$ cat config.mk
export PLATFORM = sky130hd
export DESIGN_NAME = mem_arbiter_flat
export DESIGN_NICKNAME = d
export VERILOG_FILES = /design/src/rtl/cpu_types_pkg.sv /design/src/rtl/mem_arbiter_if.sv /design/src/rtl/rr_pick.sv /design/src/rtl/mem_arbiter.sv /design/src/flat_wrapper.sv
export SDC_FILE = /design/constraint.sdc
export NUM_CORES = 1
export LEC_CHECK = 0
export CORE_AREA = 2 2 167 169
export CTS_CLUSTER_DIAMETER = 60
export CTS_CLUSTER_SIZE = 28
export DETAILED_ROUTE_END_ITERATION = 8
export DIE_AREA = 0 0 169 171
export PLACE_DENSITY = 0.45
export SYNTH_ARGS = -nofsm -noshare
export SYNTH_HDL_FRONTEND = slang
export SYNTH_SLANG_ARGS = --single-unit
export TNS_END_PERCENT = 5
$ cat constraint.sdc
create_clock -name CLK -period 3.41 [get_ports CLK]
set_input_delay 1.023 -clock CLK [delete_from_list [all_inputs] [get_ports CLK]]
set_output_delay 1.023 -clock CLK [all_outputs]
set_load 0.005 [all_outputs]
$ cat src/rtl/cpu_types_pkg.sv
// cpu_types_pkg: word, RAM status and arbiter state types shared by the caches, RAM model and arbiter.
// Latency: n/a (types only).
// Backpressure: n/a (types only).
package cpu_types_pkg;

  typedef logic [31:0] word_t;

  typedef enum logic [1:0] {
    FREE   = 2'd0,
    BUSY   = 2'd1,
    ACCESS = 2'd2,
    ERROR  = 2'd3
  } ramstate_t;

  typedef enum logic [1:0] {
    IDLE   = 2'd0,
    DGRANT = 2'd1,
    IGRANT = 2'd2
  } arb_state_t;

endpackage

$ cat src/rtl/mem_arbiter_if.sv
// mem_arbiter_if: per-core icache/dcache request bundle plus the shared RAM port.
// Latency: n/a (wires only).
// Backpressure: *wait outputs stall each cache port; ramstate stalls the arbiter.
interface mem_arbiter_if
  import cpu_types_pkg::*;
#(
  parameter int CPUS = 2
);
  // cache side
  logic  [CPUS-1:0] iREN;
  word_t [CPUS-1:0] iaddr;
  logic  [CPUS-1:0] dREN;
  logic  [CPUS-1:0] dWEN;
  word_t [CPUS-1:0] daddr;
  word_t [CPUS-1:0] dstore;
  logic  [CPUS-1:0] iwait;
  logic  [CPUS-1:0] dwait;
  word_t [CPUS-1:0] iload;
  word_t [CPUS-1:0] dload;
  // RAM side
  logic      ramREN;
  logic      ramWEN;
  word_t     ramaddr;
  word_t     ramstore;
  word_t     ramload;
  ramstate_t ramstate;
  logic      arb_err;

  // caches + RAM model
  modport master (
    output iREN, iaddr, dREN, dWEN, daddr, dstore, ramload, ramstate,
    input  iwait, dwait, iload, dload, ramREN, ramWEN, ramaddr, ramstore, arb_err
  );

  // arbiter
  modport slave (
    input  iREN, iaddr, dREN, dWEN, daddr, dstore, ramload, ramstate,
    output iwait, dwait, iload, dload, ramREN, ramWEN, ramaddr, ramstore, arb_err
  );
endinterface

$ cat src/rtl/rr_pick.sv
// rr_pick: first active request at or after the pointer, wrapping modulo CPUS.
// Latency: combinational.
// Backpressure: none; o_gnt is all-zero when no request is active.
module rr_pick #(
  parameter int CPUS = 2,
  parameter int IW   = 1
) (
  input  logic [CPUS-1:0] i_req,
  input  logic [IW-1:0]   i_ptr,
  output logic [CPUS-1:0] o_gnt,
  output logic [IW-1:0]   o_idx
);
  logic [IW:0] w_pos;
  logic        w_found;

  // Scan CPUS slots starting at the pointer; the first active one wins
  always_comb begin
    o_gnt   = '0;
    o_idx   = '0;
    w_found = 1'b0;
    w_pos   = '0;
    for (int k = 0; k < CPUS; k++) begin
      w_pos = {1'b0, i_ptr} + (IW+1)'(k);
      if (w_pos >= (IW+1)'(CPUS)) w_pos = w_pos - (IW+1)'(CPUS);
      if (!w_found && i_req[w_pos[IW-1:0]]) begin
        w_found               = 1'b1;
        o_gnt[w_pos[IW-1:0]]  = 1'b1;
        o_idx                 = w_pos[IW-1:0];
      end
    end
  end
endmodule

$ cat src/rtl/mem_arbiter.sv
// mem_arbiter: one RAM port shared by CPUS icache/dcache pairs; data beats instruction, one grant held until done.
// Latency: request seen in IDLE is granted next cycle; wait released combinationally on ACCESS/ERROR; one IDLE cycle between grants.
// Backpressure: every requesting port sees *wait=1 until its own completion. Build option MEM_ARB_RR_EN: round-robin per class, else fixed priority.
module mem_arbiter
  import cpu_types_pkg::*;
#(
  parameter int CPUS = 2
) (
  input logic          CLK,
  input logic          RST,
  mem_arbiter_if.slave bus
);
  localparam int IW = (CPUS > 1) ? $clog2(CPUS) : 1;

  arb_state_t       r_state;
  logic [IW-1:0]    r_gnt;
  logic [CPUS-1:0]  w_dreq;
  logic [CPUS-1:0]  w_dgnt_oh;
  logic [CPUS-1:0]  w_ignt_oh;
  logic [IW-1:0]    w_dptr;
  logic [IW-1:0]    w_iptr;
  logic [IW-1:0]    w_didx;
  logic [IW-1:0]    w_iidx;
  logic             w_gnt_en;
  logic             w_done;
  logic             w_err;
  logic [CPUS-1:0]  w_iwait;
  logic [CPUS-1:0]  w_dwait;
  word_t [CPUS-1:0] w_iload;
  word_t [CPUS-1:0] w_dload;
  logic             w_ren;
  logic             w_wen;
  word_t            w_addr;
  word_t            w_store;

  assign w_dreq = bus.dREN | bus.dWEN;

`ifdef MEM_ARB_RR_EN
  logic [IW-1:0] r_dptr;
  logic [IW-1:0] r_iptr;
  logic [IW-1:0] w_gnt_nxt;

  assign w_gnt_nxt = (r_gnt == IW'(CPUS-1)) ? '0 : r_gnt + 1'b1;

  // Move the granted class's pointer past the winner, only when the access completes
  always_ff @(posedge CLK or posedge RST) begin
    if (RST) begin
      r_dptr <= '0;
      r_iptr <= '0;
    end else if (w_done) begin
      if (r_state == DGRANT) r_dptr <= w_gnt_nxt;
      else                   r_iptr <= w_gnt_nxt;
    end
  end

  assign w_dptr = r_dptr;
  assign w_iptr = r_iptr;
`else
  // Fixed priority: the search always starts at core 0
  assign w_dptr = '0;
  assign w_iptr = '0;
`endif

  rr_pick #(.CPUS(CPUS), .IW(IW)) u_dpick (
    .i_req (w_dreq),
    .i_ptr (w_dptr),
    .o_gnt (w_dgnt_oh),
    .o_idx (w_didx)
  );

  rr_pick #(.CPUS(CPUS), .IW(IW)) u_ipick (
    .i_req (bus.iREN),
    .i_ptr (w_iptr),
    .o_gnt (w_ignt_oh),
    .o_idx (w_iidx)
  );

  // Is the granted core still asking for the access it was granted
  always_comb begin
    w_gnt_en = 1'b0;
    case (r_state)
      DGRANT:  w_gnt_en = w_dreq[r_gnt];
      IGRANT:  w_gnt_en = bus.iREN[r_gnt];
      default: w_gnt_en = 1'b0;
    endcase
  end

  assign w_done = w_gnt_en && (bus.ramstate == ACCESS || bus.ramstate == ERROR);
  assign w_err  = w_gnt_en && (bus.ramstate == ERROR);

  // Grant FSM: pick d before i in IDLE, leave a grant on completion or withdrawal
  always_ff @(posedge CLK or posedge RST) begin
    if (RST) begin
      r_state <= IDLE;
      r_gnt   <= '0;
    end else begin
      case (r_state)
        IDLE: begin
          if (|w_dgnt_oh) begin
            r_state <= DGRANT;
            r_gnt   <= w_didx;
          end else if (|w_ignt_oh) begin
            r_state <= IGRANT;
            r_gnt   <= w_iidx;
          end
        end
        default: begin
          if (!w_gnt_en || w_done) r_state <= IDLE;
        end
      endcase
    end
  end

  // Steer the granted core onto the RAM and release only its wait on completion
  always_comb begin
    w_ren   = 1'b0;
    w_wen   = 1'b0;
    w_addr  = '0;
    w_store = '0;
    w_iwait = bus.iREN;
    w_dwait = w_dreq;
    w_iload = '0;
    w_dload = '0;
    case (r_state)
      DGRANT: begin
        w_wen   = bus.dWEN[r_gnt];
        w_ren   = bus.dREN[r_gnt] & ~bus.dWEN[r_gnt];
        w_addr  = bus.daddr[r_gnt];
        w_store = bus.dstore[r_gnt];
        if (w_done) begin
          w_dwait[r_gnt] = 1'b0;
          w_dload[r_gnt] = w_err ? '0 : bus.ramload;
        end
      end
      IGRANT: begin
        w_ren  = bus.iREN[r_gnt];
        w_addr = bus.iaddr[r_gnt];
        if (w_done) begin
          w_iwait[r_gnt] = 1'b0;
          w_iload[r_gnt] = w_err ? '0 : bus.ramload;
        end
      end
      default: ;
    endcase
  end

  assign bus.ramREN   = w_ren;
  assign bus.ramWEN   = w_wen;
  assign bus.ramaddr  = w_addr;
  assign bus.ramstore = w_store;
  assign bus.iwait    = w_iwait;
  assign bus.dwait    = w_dwait;
  assign bus.iload    = w_iload;
  assign bus.dload    = w_dload;
  assign bus.arb_err  = w_err;
endmodule

$ cat src/flat_wrapper.sv
// flat-port wrapper written by rule: the top's interface ports become plain ports
module mem_arbiter_flat import cpu_types_pkg::*;
#(
  parameter int CPUS = 2
)
  (CLK, RST, bus_iREN, bus_iaddr, bus_dREN, bus_dWEN, bus_daddr, bus_dstore, bus_ramload, bus_ramstate, bus_iwait, bus_dwait, bus_iload, bus_dload, bus_ramREN, bus_ramWEN, bus_ramaddr, bus_ramstore, bus_arb_err);
  mem_arbiter_if #(.CPUS(CPUS)) bus_i ();
  input logic CLK;
  input logic RST;
  input wire logic [$bits(bus_i.iREN)-1:0] bus_iREN;
  input wire logic [$bits(bus_i.iaddr)-1:0] bus_iaddr;
  input wire logic [$bits(bus_i.dREN)-1:0] bus_dREN;
  input wire logic [$bits(bus_i.dWEN)-1:0] bus_dWEN;
  input wire logic [$bits(bus_i.daddr)-1:0] bus_daddr;
  input wire logic [$bits(bus_i.dstore)-1:0] bus_dstore;
  input wire logic [$bits(bus_i.ramload)-1:0] bus_ramload;
  input wire logic [$bits(bus_i.ramstate)-1:0] bus_ramstate;
  output wire logic [$bits(bus_i.iwait)-1:0] bus_iwait;
  output wire logic [$bits(bus_i.dwait)-1:0] bus_dwait;
  output wire logic [$bits(bus_i.iload)-1:0] bus_iload;
  output wire logic [$bits(bus_i.dload)-1:0] bus_dload;
  output wire logic [$bits(bus_i.ramREN)-1:0] bus_ramREN;
  output wire logic [$bits(bus_i.ramWEN)-1:0] bus_ramWEN;
  output wire logic [$bits(bus_i.ramaddr)-1:0] bus_ramaddr;
  output wire logic [$bits(bus_i.ramstore)-1:0] bus_ramstore;
  output wire logic [$bits(bus_i.arb_err)-1:0] bus_arb_err;
  assign bus_i.iREN = bus_iREN;
  assign bus_i.iaddr = bus_iaddr;
  assign bus_i.dREN = bus_dREN;
  assign bus_i.dWEN = bus_dWEN;
  assign bus_i.daddr = bus_daddr;
  assign bus_i.dstore = bus_dstore;
  assign bus_i.ramload = bus_ramload;
  assign bus_i.ramstate = bus_ramstate;
  assign bus_iwait = bus_i.iwait;
  assign bus_dwait = bus_i.dwait;
  assign bus_iload = bus_i.iload;
  assign bus_dload = bus_i.dload;
  assign bus_ramREN = bus_i.ramREN;
  assign bus_ramWEN = bus_i.ramWEN;
  assign bus_ramaddr = bus_i.ramaddr;
  assign bus_ramstore = bus_i.ramstore;
  assign bus_arb_err = bus_i.arb_err;
  mem_arbiter #(.CPUS(CPUS)) u_core (.CLK(CLK), .RST(RST), .bus(bus_i));
endmodule
After elaboration in Yosys (flattened, before gate mapping)
Index checks and enable logic that the tools add are counted.
Operators by class
  $lt $le $gt $ge: 2
  equality and inequality tests: 5
  multiplexer cells: 45
  bitwise logic cells: 7
  reductions and logical operators: 17
Operators by type and width (count)
  32-bit two-way mux: 9
  64-bit two-way mux: 3
  64-bit AND: 1
  32-bit case mux with 2 select lines: 1
  32-bit demux with 1-bit select: 1
  2-bit two-way mux: 10
  1-bit two-way mux: 18
  2-bit equality test, second input constant: 3
  1-bit logical AND: 5
  2-bit AND: 2
  1-bit case mux with 2 select lines: 2
  2-bit AND reduction: 2
  2-bit nonzero test: 2
  2-bit OR reduction: 2
  1-bit zero test: 3
  3-bit by 1-bit != test with 1-bit output, second input constant: 1
  2-bit by 1-bit equality test with 1-bit output, second input constant: 1
  2-bit zero test: 1
  1-bit logical OR: 2
  1-bit by 2-bit < comparator with 1-bit output, second input constant: 1
  2-bit NOT: 1
  2-bit OR: 1
  1-bit AND: 1
  1-bit demux with 1-bit select: 1
  other kinds (2): 2
Storage, ports and cells
  bits in registers: 3
  bits of input ports: 234
  output and inout port bits: 199
  logic and storage cells: 78

Depth between registers and ports, before layout
Gate-level depths: netlist (run 1).
  depth in word-level cells: 9
  mapped depth: 8
  gate-level depth less buffers: 5

Hierarchy
A second synthesis (run 1) with hierarchy kept.
Second synthesis, totals
  cell total of the unflattened synthesis: 510
  area, all modules: 3738.6 µm²
Modules (own cells, without submodules)
  mem_arbiter: instances 1, cells an instance 502, area each 3678.5 µm², seq. area each 75.1 µm²
  rr_pick: instances 2, cells an instance 4, area each 30.0 µm², seq. area each 0.0 µm²

Least setup slack after synthesis (run 1)
Ideal clock, no wire load.
  path kind: input-to-output
  start point: input bus_dWEN[0]
  end point: output bus_iload[10]
  data arrival time: 2.085 ns
  data required time: 2.387 ns
  setup slack: 0.302 ns
  stages: 5
  buffers on the path: 2
  cells stage by stage: or2_2 > a221oi_4 > buf_4 > buf_2 > nor3_1
On the way
  word-level cells in the longest chain between the ends: 9
  elaborated cells on any way between the ends: 10
  classes of those cells: 6 x mux; 2 x bitwise; 2 x reduce/logical
RTL lines
  start, declared: RTL line flat_wrapper.sv:13  | input wire logic [$bits(bus_i.dWEN)-1:0] bus_dWEN;
  2-bit OR (*): RTL line mem_arbiter.sv:36  | assign w_dreq = bus.dREN | bus.dWEN;
  1-bit two-way mux (not written as such) (*) (2 in series): RTL line mem_arbiter.sv:82  | DGRANT: w_gnt_en = w_dreq[r_gnt];
  1-bit case mux with 2 select lines (*): RTL line mem_arbiter.sv:81  | case (r_state)
  1-bit logical AND: RTL line mem_arbiter.sv:89  | assign w_err = w_gnt_en && (bus.ramstate == ERROR);
  32-bit two-way mux: RTL line mem_arbiter.sv:140  | w_iload[r_gnt] = w_err ? '0 : bus.ramload;
  64-bit AND (no source line)
  64-bit two-way mux (*): RTL line mem_arbiter.sv:138  | if (w_done) begin
  64-bit two-way mux (*): RTL line mem_arbiter.sv:124  | case (r_state)
  end, declared: RTL line flat_wrapper.sv:20  | output wire logic [$bits(bus_i.iload)-1:0] bus_iload;
Every way passes the cells marked *; elsewhere a longest branch is shown, timed or not. The select of a mux whose other input is x is not followed.

Final worst setup path (run 1)
  start point: input bus_iREN[0]
  end point: output bus_dload[61]
On the way
  word-level cells in the longest chain between the ends: 8
  elaborated cells on any way between the ends: 9
  classes of those cells: 6 x mux; 1 x bitwise; 2 x reduce/logical
RTL lines
  start, declared: RTL line flat_wrapper.sv:10  | input wire logic [$bits(bus_i.iREN)-1:0] bus_iREN;
  1-bit two-way mux (not written as such) (*) (2 in series): RTL line mem_arbiter.sv:83  | IGRANT: w_gnt_en = bus.iREN[r_gnt];
  1-bit case mux with 2 select lines (*): RTL line mem_arbiter.sv:81
  1-bit logical AND: RTL line mem_arbiter.sv:89
  32-bit two-way mux: RTL line mem_arbiter.sv:132  | w_dload[r_gnt] = w_err ? '0 : bus.ramload;
  64-bit AND (no source line)
  64-bit two-way mux (*): RTL line mem_arbiter.sv:130  | if (w_done) begin
  64-bit two-way mux (*): RTL line mem_arbiter.sv:124
  end, declared: RTL line flat_wrapper.sv:21  | output wire logic [$bits(bus_i.dload)-1:0] bus_dload;
Marked as above.

==> results.yml, run 1 <==
outcome:
  status: "finished, violations left"
  violations: "negative setup slack"
timing:
  tns_ns: -3.42
  min_period_over_period: 1.05
  rsz0062_at_grt: "yes"
  hold_viol: 0
  worstMarginPinSlew_ns: 0.527
  finClkSkew_ns: 0.00110
  relSlewSlack: 0.644
  setup_ws_ns: -0.183
  finalMaxSlewViolations: 0
  fmax_ghz: 0.278
  finalSetupViolCount: 60
  fin_crit_ns: 3.59
layout:
  nets: 1161
  final_layout_size_suffix_gt1_frac: 0.342
  most-common-layout-cells: "clkdlybuf4s50_1, nor3_1, nor2b_1"
  final_common_cell: "clkdlybuf4s50_1"
  fin_cells: 1269
  syn_to_final_growth_pct: 154
  nFillCells: 2985
  num_antenna_cells: 0
critical_path:
  path_class: "in -> out"
  startpoint_type: "input port"
  crit_path_max_fanout: 7
  critPathCaptureType: "primary output"
  r2r_cells: 9
  worstPathArrival_ns: 2.57
  crit_required_ns: 2.39
  r2r_slack_ns: 1.37
power_and_ir_drop:
  leakage_nw: 3.56
  ir_drop_uv: 376
  p_per_area_nw_per_um2: 555
die:
  dieArea_um2: 28900
  initial_core_util: 0.123
  row_count: 61
  die_w_um: 169
  core_area_um2: 27300
  ios: 433
  fp.dieH_um: 171
clocking:
  clock_sinks: 3
  htreeDepth: 1
  postCtsHoldBufs: 0
  clock_latency_ns: 0.23
  cts_tree: "built"
  cts_made_buffers: 3
  clk_pin_slew_ns: 0.03
  cts-root-buf: "clkbuf_16"
  clk_path_buf_depth: 2
synthesis:
  netlist_instances: 467
  synth_edf_count: 0
  synth.distinct_cells: 36
  synth_area_leaders: "mux2_2, nor3_1, nor2b_1"
  synth_top_cell_by_area: "mux2_2"
  ys_async_sr_fraction: 1.00
  yosysWarnings: 0
  ys_ff_latch: 3
  avgSynthCellArea_um2: 7.21
  synthFlopType: "dfrtp_1"
  seq_area_frac_synth: 0.0223
  synth_nets: 704
  synth_top_area_frac: 0.214
  syn_area_um2: 3370
global_routing:
  grt-ovfl-total: 0
  grt_max_degree: 43
  antenna_found_initial: 0
  grt_pass1_vias: 5672
  grt_use_total: 0.161
  grt_first_pass_wirelength_um: 36000
detailed_routing:
  vias: 5478
  viasPerCell: 4.32
  drtAntennaViolNets: 0
  first_pass_iters: 5
  drtIter0Drc: 203
  wl_per_cell_um: 19.9
  drt_drc_violations_left: 0
  finalWirelength_um: 25200
worst_hold_path:
  worstHoldPathCells: 2
  worstHoldPathType: "reg -> reg"
place:
  dpl.hpwl_um: 19400
  place_ws_ns: -0.682
  routabilityCongestion: 0.799
  dp_cells: 1236
  io_buffer_count: 432
run:
  cap_viol_max_count: 0
path summary, 6_finish.rpt:
path | startpoint | endpoint
hold reg to reg | u_core.r_state[0]$_DFFE_PP0P_ | u_core.r_state[0]$_DFFE_PP0P_
min in group asynchronous | RST | u_core.r_state[1]$_DFFE_PP0P_
hold / removal | u_core.r_state[0]$_DFFE_PP0P_ | u_core.r_state[0]$_DFFE_PP0P_
setup / recovery | bus_iREN[0] | bus_dload[61]
setup reg to reg | u_core.r_state[1]$_DFFE_PP0P_ | u_core.r_state[0]$_DFFE_PP0P_
max in group asynchronous | RST | u_core.r_gnt$_DFFE_PP0P_
area by class of cell:
cell class | instances | area, um2 | share of cell area
repair buffers | 517 | 4770 | 0.557
inverters | 5 | 18.8 | 0.00219
flip-flops and latches | 3 | 78.8 | 0.00921
well taps | 346 | 433 | 0.0506
clock buffers | 4 | 78.8 | 0.00921
multi-input cells | 394 | 3180 | 0.372
logic make-up after synthesis:
kind of cell,Yosys count,synth area share
flops,3,0.0223
simple gates,244,0.446
mux,98,0.317
compound gates,49,0.112
buf+inv,70,0.0918
fa+ha+maj,3,0.0112
flip-flops by register name, summed over array words and instances, names as in the netlist:
signal,count
u_core.r_gnt,1
u_core.r_state,2
critical path, cell delays in order:
cell      delay [ns]
buf_6           0.09
mux2_4          0.28
a221oi_4        0.32
buf_12          0.17
buf_12          0.13
buf_12          0.12
buf_6           0.09
buf_6           0.08
buf_6           0.08
nor4b_2         0.03
buf_2           0.14
cell usage after synthesis, drive strengths merged (2+ instances only):
library cell	n
nor3	97
nor2b	66
mux2	65
clkbuf	36
mux2i	33
a22oi	32
nand3b	30
buf	29
nor4b	29
inv	5
nand2	5
nand2b	5
a21oi	3
dfrtp	3
ha	3
o21a	3
or2	3
a21boi	2
a221oi	2
nor2	2
nor4	2
o21ai	2
per-layer routing:
metal  part of all wire  GRT usage  up-vias
met5                  0          0        -
met4              0.018     0.0368        0
met3              0.084     0.0407       24
met2               0.51      0.299      272
met1               0.39      0.186     2533
li1                   -          -     2649
report_power, final:
part           switching (mW)  internal (mW)  total, mW
logic                    2.05           2.43       4.47
clock network          0.0343          0.154      0.189
registers              0.0281         0.0570     0.0851
timing repair:
action / in CTS / in global routing
buffers inserted: 17 / 6
cloned: 8 / 0
endpoints found under the setup margin: 163 / 154
hold endpoints to repair: 0 / 0
pin swaps: 8 / 1
gates resized for setup: 402 / 140
metrics by stage:
step / total power [mW] / hold slack [ns] / util / instance area [um2]
final: 4.75 / 0.590 / 0.313 / 8560
after global routing: 5.08 / 0.616 / 0.313 / 8560
after CTS: 4.72 / 0.588 / 0.319 / 8720
after detailed placement: 3.83 / 0.583 / 0.308 / 8410
after global placement: 3.83 / 0.584 / 0.308 / 8410
after floorplan: 2.01 / 0.549 / - / 3370
(Power assumes the default switching activity.)
==> run 2: changes to the inputs <==
==> constraint.sdc (replaced) <==
create_clock -name CLK -period 3.41 [get_ports CLK]
set_input_delay 0.5115 -clock CLK [delete_from_list [all_inputs] [get_ports CLK]]
set_output_delay 0.5115 -clock CLK [all_outputs]
set_load 0.005 [all_outputs]
==> run 2 against run 1 <==
Compared with the run above: the run now ends clean; sequential power rose by 2.6%; setup slack improved by 0.39 ns; hold slack got worse by 0.12 ns; die area did not move; non-clock buffer count fell by 56; global-route usage fell by 1.3 points; clock skew rose by 0.0023 ns; critical path depth fell by 4; wire length fell by 6.9%; register-to-register slack improved by 0.34 ns; highest routed layer unchanged.
==> results.yml, run 2 (synthesized netlist as in run 1, its figures left out) <==
global_routing:
  grt_first_pass_wirelength_um: 33000
  grt_max_degree: 43
  antenna_found_initial: 0
  grt-ovfl-total: 0
  grt_pass1_vias: 5196
  grt_use_total: 0.149
layout:
  syn_to_final_growth_pct: 144
  largest-register: "u_core.r_state"
  final_common_cell: "clkdlybuf4s50_1"
  num_antenna_cells: 0
  nets: 1105
  nFillCells: 2939
  final_layout_size_suffix_gt1_frac: 0.121
  fin_util: 0.300
  largest_reg_flops: 2
  largestRegisters: "u_core.r_state x2, u_core.r_gnt x1"
  most-common-layout-cells: "clkdlybuf4s50_1, nor3_1, nor2b_1"
power_and_ir_drop:
  sw_frac_of_total: 0.475
  intPower_mw: 1.96
  power_frac_seq: 0.023
  leakage_nw: 2.60
  p_per_area_nw_per_um2: 456
  ir_drop_uv: 265
  comb_power_share: 0.927
  power.total_mw: 3.74
  clkPwrFrac: 0.050
  power_switching_mw: 1.78
timing:
  fmax_ghz: 0.312
  tns_ns: 0
  finClkSkew_ns: 0.00336
  rsz0062_at_grt: "no"
  finalSetupViolCount: 0
  relSlewSlack: 0.522
  fin_crit_ns: 3.20
  finalMaxSlewViolations: 0
  worstMarginPinSlew_ns: 0.718
  hold_viol: 0
  min_period_over_period: 0.939
detailed_routing:
  drtIter0Drc: 196
  drtAntennaViolNets: 0
  drt_drc_violations_left: 0
  first_pass_iters: 4
  finalWirelength_um: 23500
  wl_per_cell_um: 19.4
  vias: 5160
  viasPerCell: 4.25
clocking:
  htreeDepth: 1
  cts-root-buf: "clkbuf_16"
  cts_tree: "built"
  clk_path_buf_depth: 2
  clk_pin_slew_ns: 0.03
  clock_latency_ns: 0.22
  post-cts-setup-buffers: 0
  cts_resized: 0
  clock_sinks: 3
  postCtsHoldBufs: 0
  cts_made_buffers: 3
critical_path:
  r2r_slack_ns: 1.71
  r2r_cells: 4
  path_class: "in -> out"
  critPathCaptureType: "primary output"
  crit_start: "bus_dREN[1]"
  worstPathArrival_ns: 2.69
  worstReg2RegStart: "u_core.r_gnt$_DFFE_PP0P_"
  startpoint_type: "input port"
  r2r-end: "u_core.r_state[0]$_DFFE_PP0P_"
  crit_path_max_fanout: 32
  crit_required_ns: 2.90
place:
  routabilityCongestion: 0.804
  dpl.hpwl_um: 19200
  io_buffer_count: 432
worst_hold_path:
  worstHoldPathType: "in -> async"
die:
  fp.dieH_um: 171
  row_count: 61
  dieArea_um2: 28900
  initial_core_util: 0.123
  ios: 433
  core_area_um2: 27300
  die_w_um: 169
outcome:
  status: "finished clean"
run:
  cap_viol_max_count: 0
run 2: how the worst max path moves through the flow:
stage / cells after the start / to / slack [ns]
5_1_grt: 7 / bus_dload[30] / 0.14
2_1_floorplan: 7 / bus_iload[13] / 1.16
4_1_cts: 7 / bus_iload[47] / 0.22
6_report: 7 / bus_dload[61] / 0.21
3_3_place_gp: 7 / bus_dload[61] / 0.15
3_5_place_dp: 7 / bus_iload[47] / 0.23
run 2: cell type report:
type | instances | area (um2) | area share
Clock buffer | 4 | 78.8 | 0.00960
Inverter | 5 | 18.8 | 0.00229
Multi-Input combinational cell | 394 | 2990 | 0.364
Sequential cell | 3 | 78.8 | 0.00960
Tap cell | 346 | 433 | 0.0527
Timing Repair Buffer | 461 | 4610 | 0.562
run 2: worst max-delay path, stage by stage:
cell and delay (ns):
clkdlybuf4s50_1 0.56, o211a_1 0.21, a221oi_4 0.05, buf_12 0.19
buf_12 0.17, nor4b_1 0.39, clkdlybuf4s50_1 0.59
run 2: metrics by stage:
step	area, um2	cells	hold slack, ns	setup WS [ns]
6_report	8210	1213	0.466	0.209
5_1_grt	8210	1213	0.497	0.141
4_1_cts	8210	1213	0.470	0.219
3_5_place_dp	8130	1209	0.585	0.228
3_3_place_gp	8130	1209	0.584	0.152
2_1_floorplan	3370	467	0.265	1.16
run 2: power groups by stage:
stage	combinational [mW]	clock (mW)	sequential, mW
after detailed placement	3.54	0	0.0898
after global placement	3.56	0	0.0918
after CTS	3.55	0.189	0.0895
after global routing	3.76	0.194	0.0921
final	3.46	0.187	0.0873
after floorplan	1.95	0	0.0599
run 2: routing by layer:
metal	wire [um]	track usage	share of wire	vias to the layer above
met1	9130	0.168	0.39	2345
li1	-	-	-	2529
met5	0	0	0	-
met4	362	0.0264	0.015	0
met3	2180	0.0416	0.093	16
met2	11800	0.279	0.50	270
==> run 3: changes to the inputs <==
--- a/config.mk
+++ b/config.mk
@@ -5,13 +5,14 @@
 export SDC_FILE = /design/constraint.sdc
 export NUM_CORES = 1
 export LEC_CHECK = 0
-export CORE_AREA = 2 2 167 169
+export CORE_AREA = 2 2 168 170
 export CTS_CLUSTER_DIAMETER = 60
 export CTS_CLUSTER_SIZE = 28
 export DETAILED_ROUTE_END_ITERATION = 8
-export DIE_AREA = 0 0 169 171
-export PLACE_DENSITY = 0.45
+export DIE_AREA = 0 0 170 172
+export PLACE_DENSITY = 0.46
 export SYNTH_ARGS = -nofsm -noshare
 export SYNTH_HDL_FRONTEND = slang
+export SYNTH_HIERARCHICAL = 1
 export SYNTH_SLANG_ARGS = --single-unit
 export TNS_END_PERCENT = 5
==> run 3 against run 2 <==
Compared with the run above: hold slack got worse by 0.011 ns; clock power is essentially flat; clock skew decreased by 0.0012 ns; die area grew 1.2%; final cell count is 3.8% higher; flip-flop and latch count is the same; via count rose by 5.0%; synthesized cell count grew 9.2%; total power is 8.4% lower; critical endpoint is now bus_dload[38]; highest routed layer unchanged.
==> results.yml, run 3 <==
clocking:
  clk_pin_slew_ns: 0.03
  clock_sinks: 3
  clock_latency_ns: 0.22
  clk_path_buf_depth: 2
  cts_tree: "built"
  cts-root-buf: "clkbuf_16"
  htreeDepth: 1
  cts_made_buffers: 3
timing:
  finalMaxSlewViolations: 0
  relSlewSlack: 0.505
  min_period_over_period: 0.973
  fin_crit_ns: 3.32
  finalSetupViolCount: 0
  setup_ws_ns: 0.0920
  tns_ns: 0
  worstMarginPinSlew_ns: 0.742
  finClkSkew_ns: 0.00216
  hold_viol: 0
  rsz0062_at_grt: "no"
  fmax_ghz: 0.301
global_routing:
  antenna_found_initial: 0
  grt_pass1_vias: 5389
  grt_use_total: 0.140
  grt_first_pass_wirelength_um: 32000
  grt-ovfl-total: 0
  grt_max_degree: 67
die:
  die_w_um: 170
  core_area_um2: 27500
  initial_core_util: 0.136
  row_count: 61
  ios: 433
  dieArea_um2: 29200
  fp.dieH_um: 172
critical_path:
  worstReg2RegStart: "u_core/r_gnt$_DFFE_PP0P_"
  crit_path_max_fanout: 30
  path_cells: "clkdlybuf4s50_1, mux2_2, a32oi_4, buf_12, clkbuf_16, nor4bb_1, clkdlybuf4s50_1"
  path_class: "in -> out"
  crit_family: "buffers and inverters"
  startpoint_type: "input port"
  slowest_delay_ns: 0.59
  worstPathArrival_ns: 2.81
  crit_required_ns: 2.90
  crit_slowest_cell: "clkdlybuf4s50_1"
  critPathCaptureType: "primary output"
  path_buf_inv: 4
  cp_common_cell: "clkdlybuf4s50_1"
  crit_start: "bus_iREN[1]"
synthesis:
  ys_ff_latch: 3
  synth_top_area_frac: 0.196
  synthFlopType: "dfrtp_1"
  syn_area_um2: 3740
  synth_edf_count: 0
  synth_most_common_cell: "nor2_1"
  yosysWarnings: 6
  ys_async_sr_fraction: 1.00
  synth_area_leaders: "mux2_2, nor2b_1, nor4bb_1"
  synth_top_cell_by_area: "mux2_2"
  netlist_instances: 510
  seq_area_frac_synth: 0.0201
  synth_commonest_cells: "nor2_1, nand3_1, nor2b_1"
  avgSynthCellArea_um2: 7.33
  synth.distinct_cells: 33
detailed_routing:
  drtAntennaViolNets: 0
  finalWirelength_um: 22800
  first_pass_iters: 4
  drtIter0Drc: 199
  wl_per_cell_um: 18.1
  viasPerCell: 4.30
  drt_drc_violations_left: 0
  vias: 5419
layout:
  num_antenna_cells: 0
  nFillCells: 2908
  multiInputGateArea_um2: 3320
  largest_reg_flops: 2
  nets: 1151
  seq_area_um2: 78.8
  largestRegisters: "u_core/r_state x2, u_core/r_gnt x1"
  most-common-layout-cells: "clkdlybuf4s50_1, nor2_1, nand3_1"
  largest-register: "u_core/r_state"
  final_layout_size_suffix_gt1_frac: 0.150
  syn_to_final_growth_pct: 130
  final_common_cell: "clkdlybuf4s50_1"
power_and_ir_drop:
  ir_drop_uv: 223
  power.total_mw: 3.43
  p_per_area_nw_per_um2: 399
  leakage_nw: 2.94
place:
  dpl.hpwl_um: 18000
  place_ws_ns: 0.0967
  io_buffer_count: 432
  routabilityCongestion: 0.770
outcome:
  status: "finished clean"
worst_hold_path:
  worstHoldPathType: "in -> async"
run:
  cap_viol_max_count: 0
==> run 3: worst register-to-register path: stages (launching register included) <==
cell and delay (ns):
dfrtp_4 0.54, or3_1 0.44, a32oi_4 0.35, buf_6 0.28
o21ai_0 0.14
==> run 3: timing repair <==
action                     in CTS  in global routing
setup buffers                   0                  1
gates resized for setup         0                  1
hold buffers                    0                  0
setup endpoints to repair       0                 10
==> run 3: cell families after synthesis <==
| group | Yosys count | share of synthesized area |
|---|---|---|
| muxes | 99 | 0.287 |
| DFF | 3 | 0.0201 |
| AOI/OAI and AO/OA | 50 | 0.104 |
| buffers and inverters | 76 | 0.100 |
| and+or+nand+nor | 278 | 0.477 |
| adders and majority gates | 3 | 0.0100 |
| other | 1 | 0.00100 |
==> run 3: metrics by stage <==
stage	instance area [um2]	util	std cells	hold slack [ns]
after floorplan	3750	-	513	0.265
after global placement	8460	0.308	1253	0.591
after detailed placement	8460	0.308	1253	0.590
after CTS	8540	0.311	1257	0.460
after global routing	8590	0.313	1259	0.493
final	8590	0.313	1259	0.455
==> run 3: where the power goes <==
group,total [mW],internal (mW),leakage [nW],switching (mW)
clock network,0.186,0.154,0.0382,0.0321
registers,0.0878,0.0542,0.0362,0.0336
logic,3.15,1.73,2.87,1.42
total,3.43,1.94,2.94,1.49
==> run 3: layer usage <==
layer	wire length [um]	GRT usage
met1	9140	0.157
met2	11400	0.266
met3	1740	0.0291
met4	525	0.0427
met5	0	0
==> run 3: final cells by class <==
cell class / instances / share of cell area
Timing Repair Buffer: 464 / 0.541
Tap cell: 346 / 0.0504
Inverter: 8 / 0.00350
Sequential cell: 3 / 0.00918
Multi-Input combinational cell: 434 / 0.387
Clock buffer: 4 / 0.00918
==> run 3: final timing paths <==
path | end | slack (ns) | cells past startpoint
worst min-delay path | u_core/r_state[0]$_DFFE_PP0P_ | 0.46 | 2
max in group asynchronous | u_core/r_gnt$_DFFE_PP0P_ | 2.80 | 2
worst min register to register | u_core/r_state[0]$_DFFE_PP0P_ | 0.60 | 2
worst max-delay path | bus_dload[38] | 0.09 | 7
worst max register to register | u_core/r_state[1]$_DFFE_PP0P_ | 1.51 | 4
min in group CLK | u_core/r_state[0]$_DFFE_PP0P_ | 0.60 | 2
